==> src/rtl/trace_capture.sv <==
`default_nettype none
//==============================================================================
// Module      : trace_capture
// Description : Pen/cursor front end for the trace screen. Maps the pen onto a
//               4x4 cell grid, sets a cell bit after a dwell, and pulses when
//               the accumulated mask covers the displayed target trace.
// Revision    : 1.0 - initial release
//==============================================================================
module trace_capture #(
    parameter int unsigned GRID_X0      = 192,
    parameter int unsigned GRID_Y0      = 112,
    parameter int unsigned CELL_LOG2    = 6,
    parameter int unsigned DWELL        = 4,
    parameter int unsigned IDLE_TIMEOUT = 1000000
) (
    input  logic        clk,
    input  logic        reset,
    input  logic        trace_screen_on,
    input  logic [9:0]  cursor_x,
    input  logic [9:0]  cursor_y,
    input  logic        pen_down,
    input  logic        clear_req,
    input  logic [15:0] target_trace,
    output logic [15:0] traced,
    output logic        cell_valid,
    output logic [3:0]  cell_idx,
    output logic        match_pulse,
    output logic [1:0]  state_out
);

    localparam logic [1:0] S_IDLE    = 2'd0;
    localparam logic [1:0] S_DRAWING = 2'd1;
    localparam logic [1:0] S_LIFTED  = 2'd2;
    localparam logic [1:0] S_MATCHED = 2'd3;

    // Grid bounds are compared at 11 bits so GRID_X0 + 256 cannot wrap.
    localparam logic [10:0] c_X_LO    = 11'(GRID_X0);
    localparam logic [10:0] c_X_HI    = 11'(GRID_X0 + (4 << CELL_LOG2));
    localparam logic [10:0] c_Y_LO    = 11'(GRID_Y0);
    localparam logic [10:0] c_Y_HI    = 11'(GRID_Y0 + (4 << CELL_LOG2));
    localparam logic [9:0]  c_X_OFF   = 10'(GRID_X0);
    localparam logic [9:0]  c_Y_OFF   = 10'(GRID_Y0);
    localparam logic [7:0]  c_DWELL   = 8'(DWELL);
    localparam logic [23:0] c_IDLE_TO = 24'(IDLE_TIMEOUT);

    logic [1:0]  r_state;
    logic [1:0]  w_state_next;
    logic [15:0] r_traced;
    logic [15:0] w_traced_next;
    logic [15:0] r_target_q;
    logic [15:0] w_target_next;
    logic [23:0] r_idle;
    logic [23:0] w_idle_next;
    logic        r_match_pulse;
    logic        w_match_next;

    logic        r_cell_valid;
    logic [3:0]  r_cell_idx;
    logic        r_prev_valid;
    logic [3:0]  r_prev_idx;
    logic [7:0]  r_dwell;
    logic [7:0]  w_dwell_next;
    logic        r_hit;
    logic        w_hit;
    logic [3:0]  r_hit_idx;

    logic        w_inside;
    logic [9:0]  w_dx;
    logic [9:0]  w_dy;
    logic [1:0]  w_col;
    logic [1:0]  w_row;
    logic        w_same;
    logic        w_match;

    assign w_inside = ({1'b0, cursor_x} >= c_X_LO) && ({1'b0, cursor_x} < c_X_HI) &&
                      ({1'b0, cursor_y} >= c_Y_LO) && ({1'b0, cursor_y} < c_Y_HI);
    assign w_dx     = w_inside ? (cursor_x - c_X_OFF) : 10'd0;
    assign w_dy     = w_inside ? (cursor_y - c_Y_OFF) : 10'd0;
    assign w_col    = 2'(w_dx >> CELL_LOG2);
    assign w_row    = 2'(w_dy >> CELL_LOG2);

    assign w_same   = r_prev_valid && (r_cell_idx == r_prev_idx);
    assign w_match  = (r_target_q != 16'd0) && ((r_traced & r_target_q) == r_target_q);

    // Dwell count: restart at 1 on a new cell, saturate at DWELL; hit fires once per dwell.
    always_comb begin
        w_dwell_next = 8'd0;
        w_hit        = 1'b0;
        if (r_cell_valid) begin
            if (w_same) begin
                w_dwell_next = (r_dwell < c_DWELL) ? r_dwell + 8'd1 : r_dwell;
            end else begin
                w_dwell_next = 8'd1;
            end
            w_hit = (w_dwell_next == c_DWELL) && !(w_same && (r_dwell == c_DWELL));
        end
    end

    // Cell map and dwell registers; everything holds while the screen is off.
    always_ff @(posedge clk) begin
        if (reset) begin
            r_cell_valid <= 1'b0;
            r_cell_idx   <= 4'd0;
            r_prev_valid <= 1'b0;
            r_prev_idx   <= 4'd0;
            r_dwell      <= 8'd0;
            r_hit        <= 1'b0;
            r_hit_idx    <= 4'd0;
        end else if (trace_screen_on) begin
            r_cell_valid <= pen_down && w_inside;
            r_cell_idx   <= (pen_down && w_inside) ? {w_row, w_col} : 4'd0;
            r_prev_valid <= r_cell_valid;
            r_prev_idx   <= r_cell_idx;
            r_hit_idx    <= r_cell_idx;
            if (clear_req) begin
                r_dwell <= 8'd0;
                r_hit   <= 1'b0;
            end else begin
                r_dwell <= w_dwell_next;
                r_hit   <= w_hit;
            end
        end
    end

    // Next-state and mask update: clear_req > target change > match > bit set.
    always_comb begin
        w_state_next  = r_state;
        w_traced_next = r_traced;
        w_target_next = r_target_q;
        w_idle_next   = r_idle;
        w_match_next  = 1'b0;
        if (clear_req) begin
            w_traced_next = 16'd0;
            w_target_next = target_trace;
            w_idle_next   = 24'd0;
            w_state_next  = S_IDLE;
        end else if ((r_state != S_MATCHED) && (target_trace != r_target_q)) begin
            w_traced_next = 16'd0;
            w_target_next = target_trace;
            w_idle_next   = 24'd0;
            w_state_next  = S_IDLE;
        end else begin
            case (r_state)
                S_IDLE: begin
                    w_traced_next = 16'd0;
                    w_idle_next   = 24'd0;
                    if (r_cell_valid) begin
                        w_state_next = S_DRAWING;
                    end
                end
                S_DRAWING: begin
                    if (w_match) begin
                        w_match_next = 1'b1;
                        w_state_next = S_MATCHED;
                    end else begin
                        if (r_hit) begin
                            w_traced_next = r_traced | (16'd1 << r_hit_idx);
                        end
                        if (!r_cell_valid) begin
                            w_idle_next  = 24'd0;
                            w_state_next = S_LIFTED;
                        end
                    end
                end
                S_LIFTED: begin
                    if (w_match) begin
                        w_match_next = 1'b1;
                        w_state_next = S_MATCHED;
                    end else if (r_cell_valid) begin
                        w_state_next = S_DRAWING;
                    end else if ((r_idle + 24'd1) == c_IDLE_TO) begin
                        w_traced_next = 16'd0;
                        w_idle_next   = 24'd0;
                        w_state_next  = S_IDLE;
                    end else begin
                        w_idle_next = r_idle + 24'd1;
                    end
                end
                default: begin
                    if (target_trace != r_target_q) begin
                        w_traced_next = 16'd0;
                        w_target_next = target_trace;
                        w_state_next  = S_IDLE;
                    end
                end
            endcase
        end
    end

    // State, mask, target latch and idle counter; the match pulse drops while disabled.
    always_ff @(posedge clk) begin
        if (reset) begin
            r_state       <= S_IDLE;
            r_traced      <= 16'd0;
            r_target_q    <= target_trace;
            r_idle        <= 24'd0;
            r_match_pulse <= 1'b0;
        end else if (trace_screen_on) begin
            r_state       <= w_state_next;
            r_traced      <= w_traced_next;
            r_target_q    <= w_target_next;
            r_idle        <= w_idle_next;
            r_match_pulse <= w_match_next;
        end else begin
            r_match_pulse <= 1'b0;
        end
    end

    assign traced      = r_traced;
    assign cell_valid  = r_cell_valid && trace_screen_on;
    assign cell_idx    = cell_valid ? r_cell_idx : 4'd0;
    assign match_pulse = r_match_pulse;
    assign state_out   = r_state;

endmodule
`default_nettype wire

==> config.mk <==
export PLATFORM = sky130hd
export DESIGN_NAME = trace_capture
export DESIGN_NICKNAME = d
export VERILOG_FILES = /design/src/rtl/trace_capture.sv
export SDC_FILE = /design/constraint.sdc
export NUM_CORES = 1
export LEC_CHECK = 0
export BUFFER_PORTS_ARGS = -buffer_cell sky130_fd_sc_hd__buf_2
export CORE_ASPECT_RATIO = 0.8
export CORE_MARGIN = 2
export CORE_UTILIZATION = 30
export CTS_BUF_LIST = sky130_fd_sc_hd__clkbuf_8
export CTS_CLUSTER_DIAMETER = 100
export DETAILED_ROUTE_END_ITERATION = 10
export PLACE_DENSITY = 0.53
export SLEW_MARGIN = 5
export SYNTH_ARGS = -nofsm -noshare
export SYNTH_HDL_FRONTEND = slang
export SYNTH_SLANG_ARGS = --single-unit
==> constraint.sdc <==
create_clock -name clk -period 3.25 [get_ports clk]
set_input_delay 0 -clock clk [delete_from_list [all_inputs] [get_ports clk]]
set_output_delay 0 -clock clk [all_outputs]
set_load 0.01 [all_outputs]
==> impl_metrics.ini <==
[drt]
first_pass_iters = 5
drc_errors = 0
post_drt_via_cell_ratio = 5.17
dr.first_iter.drc_count = 257
wl_per_cell_um = 15.1
num_vias = 3853
routed_wirelength_mm = 11.3
ant_nets = 0

[global_routing]
grt_overflow = 0
grt_first_pass_wirelength_mm = 18.6
antenna_found_initial = 0
grt_max_degree = 31
grtUsageTotal = 0.158
grt_pass1_vias = 3689

[die]
dieArea_um2 = 15100
initial_core_util = 0.310
design.core.area_um2 = 13600
ioPinCount = 65
core.rowCount = 38
die_w_um = 137
die_y_um = 110

[finish]
final_util = 0.377
antenna_cells = 0
multiInputGateArea_um2 = 2320
final_cell_area_um2 = 5140
nets = 610
fillCellCount = 1381
syn_to_final_growth_pct = 21.5
layout-drive-gt1-share = 0.173
regArea_um2 = 1720

[hold_path]
hold_class = in -> reg
whs_path_depth = 4
hp-start = clear_req
min_delay_worst_endpoint = r_hit

[sta]
finalSetupViolCount = 0
worst_pin_slew_ns = 0.585
final_hold_viol_count = 0
max_freq_ghz = 0.336
drv_slew = 0
fin_crit_ns = 2.98
skew_ns = 0.00884
rsz0062_at_grt = no
relSlewSlack = 0.610
min_period_over_period = 0.916
final.setup.tns_ns = 0

[worst_setup_path]
critPathCaptureType = flop
critPathRequiredTime_ns = 3.48
r2r_slack_ns = 0.27
worstSetupPathType = reg -> reg
start_kind = flop
crit_path_max_fanout = 10
r2r.worst_path.cells = 8
worstReg2RegEnd = state_out[0]
crit_arrival_ns = 3.21
timing.rr.start = r_target_q[13]

[clock_network]
clock_latency_ns = 0.36
cts_buffers = 9
clkTransAtPathRegs_ns = 0.08
cts_tree = built
numClockSinks = 78
cts_root_buf = clkbuf_8
cts.htree.levels = 3
clockBufferDepth = 2

[yosys]
synth_cell_types = 63
synth.area.top_cells = dfxtp_1 (29%), edfxtp_1 (11%), xor2_1 (4.6%), nor2_1 (3.7%), nor2b_1 (3.4%)
synth_largest_area_cell = dfxtp_1
synth_cells = 475
seq_area_frac_synth = 0.407
avgSynthCellArea_um2 = 8.90
synthArstFlopShare = 0
synthTopCellsByCount = dfxtp_1 (62), nor2_1 (42), nand2_1 (32)
synth_warnings = 0
synth_top_area_share = 0.293
synth-seq-cells = 78
synthesis.nets = 525
synth_area_um2 = 4230
synth-edff-count = 16
synth.most_common_cell = dfxtp_1
synth_top_flop_cell = dfxtp_1

[placed_design]
gp_congestion = 0.856
portBuffers = 54
place_area_um2 = 4750
dpl.hpwl_mm = 8.17

[run]
maxCapViolations = 0

[pwr]
p_leak_nw = 2.02
vdd_drop_max_v = 0.000164
powerDensity_nw_per_um2 = 350

[status]
status = finished clean
==> cell type report <==
cell class                      count  share of cell area
Tap cell                          180              0.0438
Sequential cell                    78               0.335
Clock inverter                      6             0.00609
Multi-Input combinational cell    353               0.452
Clock buffer                       10              0.0268
Timing Repair Buffer               91               0.117
Inverter                           27              0.0197
==> critical path, stage by stage, from the launching register on <==
cell	delay (ns)
edfxtp_1	0.45
xor2_1	0.19
nor4_1	0.34
nand4_1	0.31
a21oi_2	0.45
or4b_2	0.62
o211a_1	0.28
o2111ai_1	0.10
o31ai_1	0.10
==> kinds of logic after synthesis <==
kind of cell,share of synthesized area
AOI/OAI and AO/OA,0.182
and+or+nand+nor,0.264
DFF,0.407
muxes,0.0166
buffers and inverters,0.0453
xor gates and xnor gates,0.0580
adders and majority gates,0.0266
==> worst max path at each step <==
stage,startpoint,to,slack [ns],depth (start not counted)
2_1_floorplan,r_idle[0],traced[15],0.40,11
6_report,r_target_q[13],state_out[0],0.27,8
3_5_place_dp,r_target_q[14],state_out[0],0.28,8
3_3_place_gp,r_idle[1],traced[7],0.30,10
4_1_cts,r_target_q[6],state_out[0],0.25,8
5_1_grt,r_idle[1],traced[9],0.01,12
==> report_power, final <==
group | switching, mW | internal (mW) | total [mW]
clock network | 0.365 | 0.290 | 0.655
registers | 0.0168 | 1.00 | 1.02
logic | 0.0646 | 0.0621 | 0.127
total | 0.446 | 1.36 | 1.80
==> registers in the layout (all words and copies together) (netlist names) <==
signal and flops:
r_cell_valid 1, r_hit_idx 4, r_idle 24, r_dwell 8, match_pulse 1, r_prev_valid 1
traced 16, state_out 2, r_cell_idx 4, r_hit 1, r_target_q 16
==> cells in the final DEF (no fill, tap or decap), types with 16 or more instances in the layout <==
cell type      count
dlygate4sd3_1     21
nor2_1            42
nor2b_1           23
edfxtp_1          16
a21oi_1           21
buf_2             54
dfxtp_1           62
buf_4             16
xor2_1            22
nand3_1           20
nand2_1           32
inv_1             29
nor4_1            16
==> per-stage QoR <==
step	hold slack [ns]	std cells	worst slack, ns	power (mW)
global placement	0.204	708	0.295	1.15
detailed placement	0.207	708	0.281	1.15
CTS	0.0120	745	0.253	1.83
floorplan	0.0989	475	0.400	1.10
finish	0.0344	745	0.273	1.80
global route	0.0374	745	0.0132	1.89
==> per-layer routing <==
layer  up-vias  wire, um  GRT usage
li1       1915         -          -
met1      1821      5700      0.223
met2       107      4760      0.237
met3        10       636     0.0389
met4         0       165     0.0491
met5         -         0          0
==> timing repair <==
action                                 in CTS  in global routing
setup buffers                               0                  0
resized for setup                           0                  1
hold buffers                               21                  0
setup endpoints to repair                   0                  1
endpoints found under the hold margin      19                  0
Note: power is estimated with default switching activity, not from simulation.
